[config.mk]
export PLATFORM = sky130hd
export DESIGN_NAME = count_sample_fifo_flat
export DESIGN_NICKNAME = d
export VERILOG_FILES = /design/src/rtl/count_sample_fifo_pkg.sv /design/src/rtl/count_sample_fifo_if.sv /design/src/rtl/count_sample_fifo_fifo.sv /design/src/rtl/count_sample_fifo.sv /design/src/flat_wrapper.sv
export SDC_FILE = /design/constraint.sdc
export NUM_CORES = 1
export LEC_CHECK = 0
export CORE_UTILIZATION = 40
export DETAILED_ROUTE_END_ITERATION = 10
export PLACE_DENSITY = 0.68
export SLEW_MARGIN = 5
export SYNTH_ARGS = -nofsm -noshare
export SYNTH_HDL_FRONTEND = slang
export SYNTH_SLANG_ARGS = --single-unit
[constraint.sdc]
create_clock -name clk -period 2.05 [get_ports clk]
set_clock_uncertainty 0.05 [all_clocks]
set_input_delay 0.205 -clock clk [delete_from_list [all_inputs] [get_ports clk]]
set_output_delay 0.205 -clock clk [all_outputs]
set_load 0.005 [all_outputs]
[src/rtl/count_sample_fifo_pkg.sv]
// Shared widths and types for the counter-sample FIFO slice.
package count_pkg;
  localparam int CNT_W    = 4;
  localparam int WRAP_W   = 8;
  localparam int WRAP_MAX = 255;

  typedef logic [CNT_W-1:0] cnt_t;
endpackage

[src/rtl/count_sample_fifo_if.sv]
// Valid/ready sample stream from the counter-sample FIFO to its consumer.
interface count_sample_fifo_if
  import count_pkg::*;
#(
  parameter int WIDTH = CNT_W
);
  logic [WIDTH-1:0] out_data;
  logic             out_valid;
  logic             out_ready;

  modport master (output out_data, output out_valid, input out_ready);
  modport slave  (input out_data, input out_valid, output out_ready);
endinterface

[src/rtl/count_sample_fifo_fifo.sv]
// Generic first-word-fall-through FIFO; head is read straight from storage.
module sample_fifo
  import count_pkg::*;
#(
  parameter int WIDTH = CNT_W,
  parameter int DEPTH = 4
) (
  input  logic                       clk,
  input  logic                       reset,
  input  logic                       push,
  input  logic                       pop,
  input  logic [WIDTH-1:0]           wdata,
  output logic [WIDTH-1:0]           rdata,
  output logic                       full,
  output logic                       empty,
  output logic [$clog2(DEPTH):0]     count
);
  localparam int AW = $clog2(DEPTH);
  localparam int CW = AW + 1;

  logic [WIDTH-1:0] mem [DEPTH];
  logic [AW-1:0]    wr_ptr;
  logic [AW-1:0]    rd_ptr;
  logic             do_push;
  logic             do_pop;

  assign full  = (count == CW'(DEPTH));
  assign empty = (count == '0);

  // A simultaneous pop frees the slot, so a push into a full FIFO is accepted.
  assign do_pop  = pop && !empty;
  assign do_push = push && (!full || do_pop);

  always_ff @(posedge clk or posedge reset) begin
    if (reset) begin
      wr_ptr <= '0;
      rd_ptr <= '0;
      count  <= '0;
    end else begin
      if (do_push) wr_ptr <= wr_ptr + 1'b1;
      if (do_pop)  rd_ptr <= rd_ptr + 1'b1;
      case ({do_push, do_pop})
        2'b10:   count <= count + 1'b1;
        2'b01:   count <= count - 1'b1;
        default: count <= count;
      endcase
    end
  end

  always_ff @(posedge clk) begin
    if (do_push) mem[wr_ptr] <= wdata;
  end

  assign rdata = empty ? '0 : mem[rd_ptr];
endmodule

[src/rtl/count_sample_fifo.sv]
// Captures each new counter value into a FWFT FIFO; optional wrap counting
// is enabled by defining COUNT_SAMPLE_WRAP_EN.
module count_sample_fifo
  import count_pkg::*;
#(
  parameter int WIDTH = CNT_W,
  parameter int DEPTH = 4
) (
  input  logic                 clk,
  input  logic                 reset,
  input  logic [WIDTH-1:0]     q,
  input  logic                 sample_en,
  count_sample_fifo_if.master  stream,
  output logic                 full,
  output logic                 empty,
  output logic                 overflow,
  output logic [WRAP_W-1:0]    wrap_cnt
);
  localparam int CW = $clog2(DEPTH) + 1;

  logic [WIDTH-1:0] prev;
  logic             prev_valid;
  logic             push;
  logic             pop;
  logic             drop;
  logic [CW-1:0]    count;

  assign push = sample_en && (!prev_valid || (q != prev));
  assign pop  = stream.out_valid && stream.out_ready;
  assign drop = push && (count == CW'(DEPTH)) && !pop;

  sample_fifo #(.WIDTH(WIDTH), .DEPTH(DEPTH)) u_fifo (
    .clk   (clk),
    .reset (reset),
    .push  (push),
    .pop   (pop),
    .wdata (q),
    .rdata (stream.out_data),
    .full  (full),
    .empty (empty),
    .count (count)
  );

  assign stream.out_valid = !empty;

  // prev tracks q even when the sample is dropped, so a held value never re-pushes.
  always_ff @(posedge clk or posedge reset) begin
    if (reset) begin
      prev       <= '0;
      prev_valid <= 1'b0;
    end else if (sample_en) begin
      prev       <= q;
      prev_valid <= 1'b1;
    end
  end

  always_ff @(posedge clk or posedge reset) begin
    if (reset)     overflow <= 1'b0;
    else if (drop) overflow <= 1'b1;
  end

`ifdef COUNT_SAMPLE_WRAP_EN
  function automatic logic [WRAP_W-1:0] sat_inc(input logic [WRAP_W-1:0] v);
    return (v == WRAP_W'(WRAP_MAX)) ? v : v + 1'b1;
  endfunction

  always_ff @(posedge clk or posedge reset) begin
    if (reset) wrap_cnt <= '0;
    else if (sample_en && prev_valid && (prev == '1) && (q == '0))
      wrap_cnt <= sat_inc(wrap_cnt);
  end
`else
  assign wrap_cnt = '0;
`endif
endmodule

[src/flat_wrapper.sv]
// flat-port wrapper written by rule: the top's interface ports become plain ports
module count_sample_fifo_flat import count_pkg::*;
#(
  parameter int WIDTH = CNT_W,
  parameter int DEPTH = 4
)
  (clk, reset, q, sample_en, full, empty, overflow, wrap_cnt, stream_out_data, stream_out_valid, stream_out_ready);
  count_sample_fifo_if #(.WIDTH(WIDTH)) stream_i ();
  input  logic clk;
  input  logic reset;
  input  logic [WIDTH-1:0] q;
  input  logic sample_en;
  output logic full;
  output logic empty;
  output logic overflow;
  output logic [WRAP_W-1:0] wrap_cnt;
  output wire logic [$bits(stream_i.out_data)-1:0] stream_out_data;
  output wire logic [$bits(stream_i.out_valid)-1:0] stream_out_valid;
  input wire logic [$bits(stream_i.out_ready)-1:0] stream_out_ready;
  assign stream_out_data = stream_i.out_data;
  assign stream_out_valid = stream_i.out_valid;
  assign stream_i.out_ready = stream_out_ready;
  count_sample_fifo #(.WIDTH(WIDTH), .DEPTH(DEPTH)) u_core (.clk(clk), .reset(reset), .q(q), .sample_en(sample_en), .stream(stream_i), .full(full), .empty(empty), .overflow(overflow), .wrap_cnt(wrap_cnt));
endmodule
* Yosys cells after proc, flatten, opt, wreduce, memory -nomap -nowiden
Memories as Yosys holds them, arrays and structs flattened.
Cells that the tools add are included.
** Storage, ports and cells
- Memory bits (read-only) :: 0
- Memories :: 1
- Latch bits :: 0
- Input port bits :: 8
- Word-level logic and storage cells :: 33
- Flip-flop bits (word level) :: 13
- Output and inout port bits :: 16
- Bits in writable memories :: 16
** Memories
- u_core.u_fifo.mem :: depth 4, width 4, read ports 1, clocked after Yosys merged registers in 0, write ports 1, line count_sample_fifo_fifo.sv:21 : logic [WIDTH-1:0] mem [DEPTH];
** Operators by class
- Divide/modulo/power cells :: 0
- Shift operators :: 0
- Reduce and logical (&&, ||, !) cells :: 14
- Bitwise logic cells :: 0
- Add/subtract/negate cells :: 4
- $mul :: 0
- Magnitude comparators :: 0
- Multiplexer cells :: 4
- Equal/unequal tests :: 4
** Operators with widths (count)
- $logic_and 1x1->1 :: 6
- $pmux 3 s2 :: 1
- $add 2x1->2 const B :: 2
- $logic_not 1->1 :: 4
- $mux 4 :: 1
- $ne 4x4->1 :: 1
- $add 3x1->3 const B :: 1
- $eq 3x3->1 const B :: 1
- $logic_not 3->1 :: 1
- $sub 3x1->3 const B :: 1
- $eq 2x1->1 const B :: 1
- $eq 2x2->1 const B :: 1
- $logic_or 1x1->1 :: 2
- $mux 1 :: 2
- $reduce_bool 2->1 :: 1

* Logic depth before layout (Yosys ltp)
- Depth after elaboration :: 8
- Gate-level depth with buffers :: 10
- Depth with buffers taken out :: 10

* Cells and area by module
From an unflattened synthesis, not the netlist that was laid out.
** Second synthesis, totals
- Cells, all modules :: 101
- Area, all modules :: 1415.1 sq um
** By module, submodules not included
- sample_fifo :: area each 1046.0 sq um, instances 1, sequential area each 655.6 sq um, cells an instance 65
- count_sample_fifo :: area each 369.1 sq um, instances 1, sequential area each 150.1 sq um, cells an instance 36

* Worst setup path after synthesis
No wires, ideal clock.
- Path type :: reg-to-reg
- From :: register u_core.prev[1]
- To :: register u_core.u_fifo.count[2]
- Library setup time :: 0.079 ns
- Path buffers :: 0
- Period minus slack after synthesis :: 2.067 ns
- Data required time :: 1.921 ns
- Arrival :: 1.938 ns
- Cell stages (with the launch flop) :: 11
- Setup slack :: -0.017 ns
- Cells stage by stage :: dfrtp_1 xor2_1 nor3_2 a211oi_4 inv_1 ha_1 inv_1 fa_1 xor2_1 nor2_1 xor2_1
** On the way
- Longest elaborated chain between the ends :: 6
- Elaborated cells between the ends (all ways) :: 8
- Those cells by class :: eq/ne: 3; mux: 1; reduce/logical: 4
** RTL lines
- start, declared :: line count_sample_fifo.sv:21 : logic [WIDTH-1:0] prev;
- start signal, assigned :: line count_sample_fifo.sv:52 : prev <= q;
- $ne 4x4->1 (*) :: line count_sample_fifo.sv:28 : assign push = sample_en && (!prev_valid || (q != prev));
- $logic_or 1x1->1 (*) :: line count_sample_fifo.sv:28
- $logic_and 1x1->1 (*) :: line count_sample_fifo.sv:28
- $logic_and 1x1->1 (*) :: line count_sample_fifo_fifo.sv:32 : assign do_push = push && (!full || do_pop);
- $eq 2x1->1 or $eq 2x2->1 (tied branches) :: line count_sample_fifo_fifo.sv:42 : case ({do_push, do_pop})
- $pmux 3 s2 or $reduce_bool 2->1 (tied branches)
- end signal, assigned :: line count_sample_fifo_fifo.sv:43 : 2'b10: count <= count + 1'b1;
- end signal, assigned :: line count_sample_fifo_fifo.sv:44 : 2'b01: count <= count - 1'b1;
- end signal, assigned :: line count_sample_fifo_fifo.sv:45 : default: count <= count;
- end, declared :: line count_sample_fifo_fifo.sv:16 : output logic [$clog2(DEPTH):0] count
Mark *: on every way between the ends. The rest lies on a longest branch, timed or not.
A chain may end at the register's enable or synchronous reset.

* Final worst setup path
- From :: register u_core.prev[3]
- To :: register u_core.u_fifo.count[2]
The elaborated chain is that of the path after synthesis.

==> summary.md <==
| Metric | Value |
|---|---|
| Status | `finished clean` |
| Worst slew margin | `65.9%` |
| Worst Path Arrival | `2.21 ns` |
| Root buffer selected by CTS | `clkbuf_4` |
| IR drop worst, VDD | `680 uV` |
| Synth warn | `0` |
| Crit path launch | `u_core.prev[3]$_DFFE_PP0P_` |
| Final-stage net count | `139` |
| Leakage component of the power | `0.710 nW` |
| Final Cycle Share | `98.4%` |
| Starting Density | `42.0%` |
| Max Fclk | `0.496 GHz` |
| Overall overflow remaining after global route | `0` |
| Critical setup path kind | `reg -> reg` |
| Port Buffer Count | `15` |
| Proportion of synthesized chip area in sequential cells | `57.6%` |
| Post-route worst hold slack | `0.157 ns` |
| Final critical path time including I/O delays and setup | `2.02 ns` |
| Ratio of cells with drive above 1 in the final layout | `30.2%` |
| Number of H-tree levels | `2` |
| Global Route Usage Sum | `14.2%` |
| Capturing element type of the critical path | `register` |
| Post-CTS Hold Buffers | `0` |
| Max Root-Sink Buffers | `2` |
| Number of unique standard cell types used by synthesis | `28` |
| Finish-stage setup viols | `0` |
| Number of I/O pins | `24` |
| Area of the mapped netlist | `1400 um2` |
| Count of nets left with antenna violations after detail routing | `0` |
| Synth top area cells | `edfxtp_1 (34%), dfrtp_1 (23%), mux4_2 (6.4%)` |
| Post-route cell area | `1730 um2` |
| Synth top area share | `34.3%` |
| Cells after synthesis | `95` |
| Hold Path Class | `in -> async` |
| Max-cap violations | `0` |
| Growth of design area from synthesis to finish | `23.2%` |
| Average detailed-routed wire length per instance | `12.2 um` |
| Via count of the first global-routing pass | `793` |
| Clock transition at the register clock pins on the worst setup and hold paths after CTS | `0.08 ns` |
| DP HPWL | `1610 um` |
| Vias per std cell | `4.38` |
| Instance area after placement | `1640 um2` |
| Met3 layer usage reported by global route | `5.25%` |
| Clock insertion delay at the later pin of the skew report | `0.32 ns` |
| Filler cell count in the final layout | `298` |
| Inserted Diodes | `0` |
| Count of final max-slew check failures | `0` |
| Slew at the pin closest to its max-slew limit | `0.510 ns` |
| Final wirelength | `2090 um` |
| Final GP Congestion | `0.676` |
| Core box area | `3340 um2` |
| Largest net degree at the start of global routing | `14` |
| Flop and latch count out of synthesis | `29` |
| Full die area | `3740 um2` |
| Remaining design rule violation count | `0` |
| Violation count after the first detailed-routing iteration | `18` |
| Dominant cell type by area after synthesis | `edfxtp_1` |
| RSZ-0062 raised after global routing | `true` |
| Die Span Y | `61.2 um` |
| Initial antenna violation count | `0` |
| Required time reported for the critical path endpoint | `2.25 ns` |
| Final hold violation count | `0` |
| Die span in x | `61.2 um` |
| Worst setup SP type | `register` |
| CTS sink count | `29` |
| Crit Reg-Reg Startpoint | `u_core.prev[3]$_DFFE_PP0P_` |
| Areal power density over the cells | `1170 nW/um2` |
| Post-synthesis area per instance | `14.7 um2` |
| GRT Max-Usage Layer | `met2` |
| TritonCTS clock tree | `yes` |
| First-pass GRT wire length | `3530 um` |
| Detailed-routing iteration count for the pre-antenna-repair pass | `4` |
| Row cnt | `21` |
| GRT met2 Usage | `24.2%` |
| Largest fanout on the critical path | `2` |
| Met1 GRT Util | `15.1%` |
| Number of buffers inserted during clock tree synthesis | `5` |
| Via count | `753` |
[through the flow]
stage | setup TNS (ns) | util, % | setup WS (ns) | instances | total power [W]
2_1_floorplan | 0 | - | 0.00952 | 102 | 0.00139
3_3_place_gp | -0.410 | 49.0 | -0.249 | 162 | 0.00169
3_5_place_dp | -0.618 | 49.0 | -0.373 | 162 | 0.00173
4_1_cts | -0.00826 | 51.1 | -0.00826 | 172 | 0.00203
5_1_grt | -0.137 | 51.7 | -0.102 | 172 | 0.00217
6_report | 0 | 51.7 | 0.0337 | 172 | 0.00202
[cells in the mapped netlist]
| master | instances |
|---|---|
| a211oi_4 | 1 |
| a21o_1 | 1 |
| a21oi_1 | 1 |
| and2_1 | 8 |
| and2_4 | 2 |
| buf_2 | 2 |
| buf_4 | 8 |
| conb_1 | 1 |
| dfrtp_1 | 13 |
| edfxtp_1 | 16 |
| fa_1 | 1 |
| ha_1 | 5 |
| inv_1 | 7 |
| inv_2 | 2 |
| mux2_1 | 2 |
| mux2_2 | 2 |
| mux2_4 | 1 |
| mux2i_1 | 1 |
| mux4_2 | 4 |
| nand2_1 | 1 |
| nor2_1 | 1 |
| nor2b_4 | 1 |
| nor3_2 | 1 |
| nor3b_2 | 1 |
| or2_1 | 1 |
| or3_1 | 1 |
| xnor2_1 | 4 |
| xor2_1 | 6 |
[cells in the final DEF, fill, tap and decap left out, drive strengths merged, types with 4 or more instances in the layout]
cell and n:
mux4 4, conb 8, buf 11, xnor2 4, inv 9, and2 10, ha 5, clkdlybuf4s50 9
mux2 5, dlygate4sd2 4, edfxtp 16, clkbuf 7, dfrtp 13, xor2 6
[metal layers]
layer / vias up / routed length, um / part of all wire (%)
li1: 363 / - / -
met1: 364 / 833 / 40
met2: 20 / 1100 / 53
met3: 6 / 102 / 4.9
met4: 0 / 50 / 2.4
met5: - / 0 / 0
[final timing paths]
| kind | to | slack [ns] | cells past startpoint |
|---|---|---|---|
| min in group clk | u_core.overflow$_DFFE_PP0P_ | 0.41 | 1 |
| setup / recovery | u_core.u_fifo.count[2]$_DFFE_PP0P_ | 0.03 | 11 |
| hold / removal | u_core.u_fifo.wr_ptr[0]$_DFFE_PP0P_ | 0.16 | 2 |
| hold reg to reg | u_core.overflow$_DFFE_PP0P_ | 0.41 | 1 |
| setup reg to reg | u_core.u_fifo.count[2]$_DFFE_PP0P_ | 0.03 | 11 |
| max in group asynchronous | u_core.u_fifo.rd_ptr[0]$_DFFE_PP0P_ | 1.42 | 2 |
[where the power goes]
| group | switching (W) | internal [W] | total [W] |
|---|---|---|---|
| logic | 0.000321 | 0.000498 | 0.000819 |
| registers | 0.000110 | 0.000778 | 0.000888 |
| clock network | 0.000177 | 0.000131 | 0.000308 |
[cell type report]
class,count,area (um2),share of cell area (%)
clock buffers,7,45.0,2.61
inverters,9,33.8,1.96
clock inverters,1,3.75,0.218
multi-input cells,54,544,31.5
well taps,46,57.6,3.34
flip-flops and latches,29,807,46.8
repair buffers,26,234,13.6
[worst max-delay path, stage by stage, from the launching register on]
cell	delay, ns
dfrtp_1	0.39
xor2_1	0.17
nor3_2	0.16
buf_4	0.15
a211oi_4	0.06
inv_2	0.06
ha_4	0.12
inv_2	0.04
fa_2	0.33
xor2_1	0.14
nor2_1	0.12
xor2_1	0.14
[sequential cells by signal, indices dropped and copies added (netlist names)]
signal	count
u_core.u_fifo.rd_ptr	2
u_core.u_fifo.count	3
u_core.prev_valid	1
u_core.overflow	1
u_core.u_fifo.wr_ptr	2
u_core.u_fifo.mem	16
u_core.prev	4
[repair_timing]
action / CTS / global route
resized for setup: 9 / 5
pin swaps: 3 / 4
endpoints found under the setup margin: 7 / 4
setup buffers: 2 / 0
[cell families (layout without fill, tap and decap cells)]
family | Yosys count | in the layout | synth area share (%)
and+or+nand+nor | 17 | 17 | 8.85
DFF | 29 | 29 | 57.6
adders and majority gates | 6 | 6 | 5.90
other | 1 | 8 | 0.268
buffers and inverters | 19 | 43 | 7.42
AOI/OAI and AO/OA | 3 | 3 | 2.32
muxes | 10 | 10 | 11.4
xor gates and xnor gates | 10 | 10 | 6.26
No activity file was read; power rests on OpenSTA's default activity.
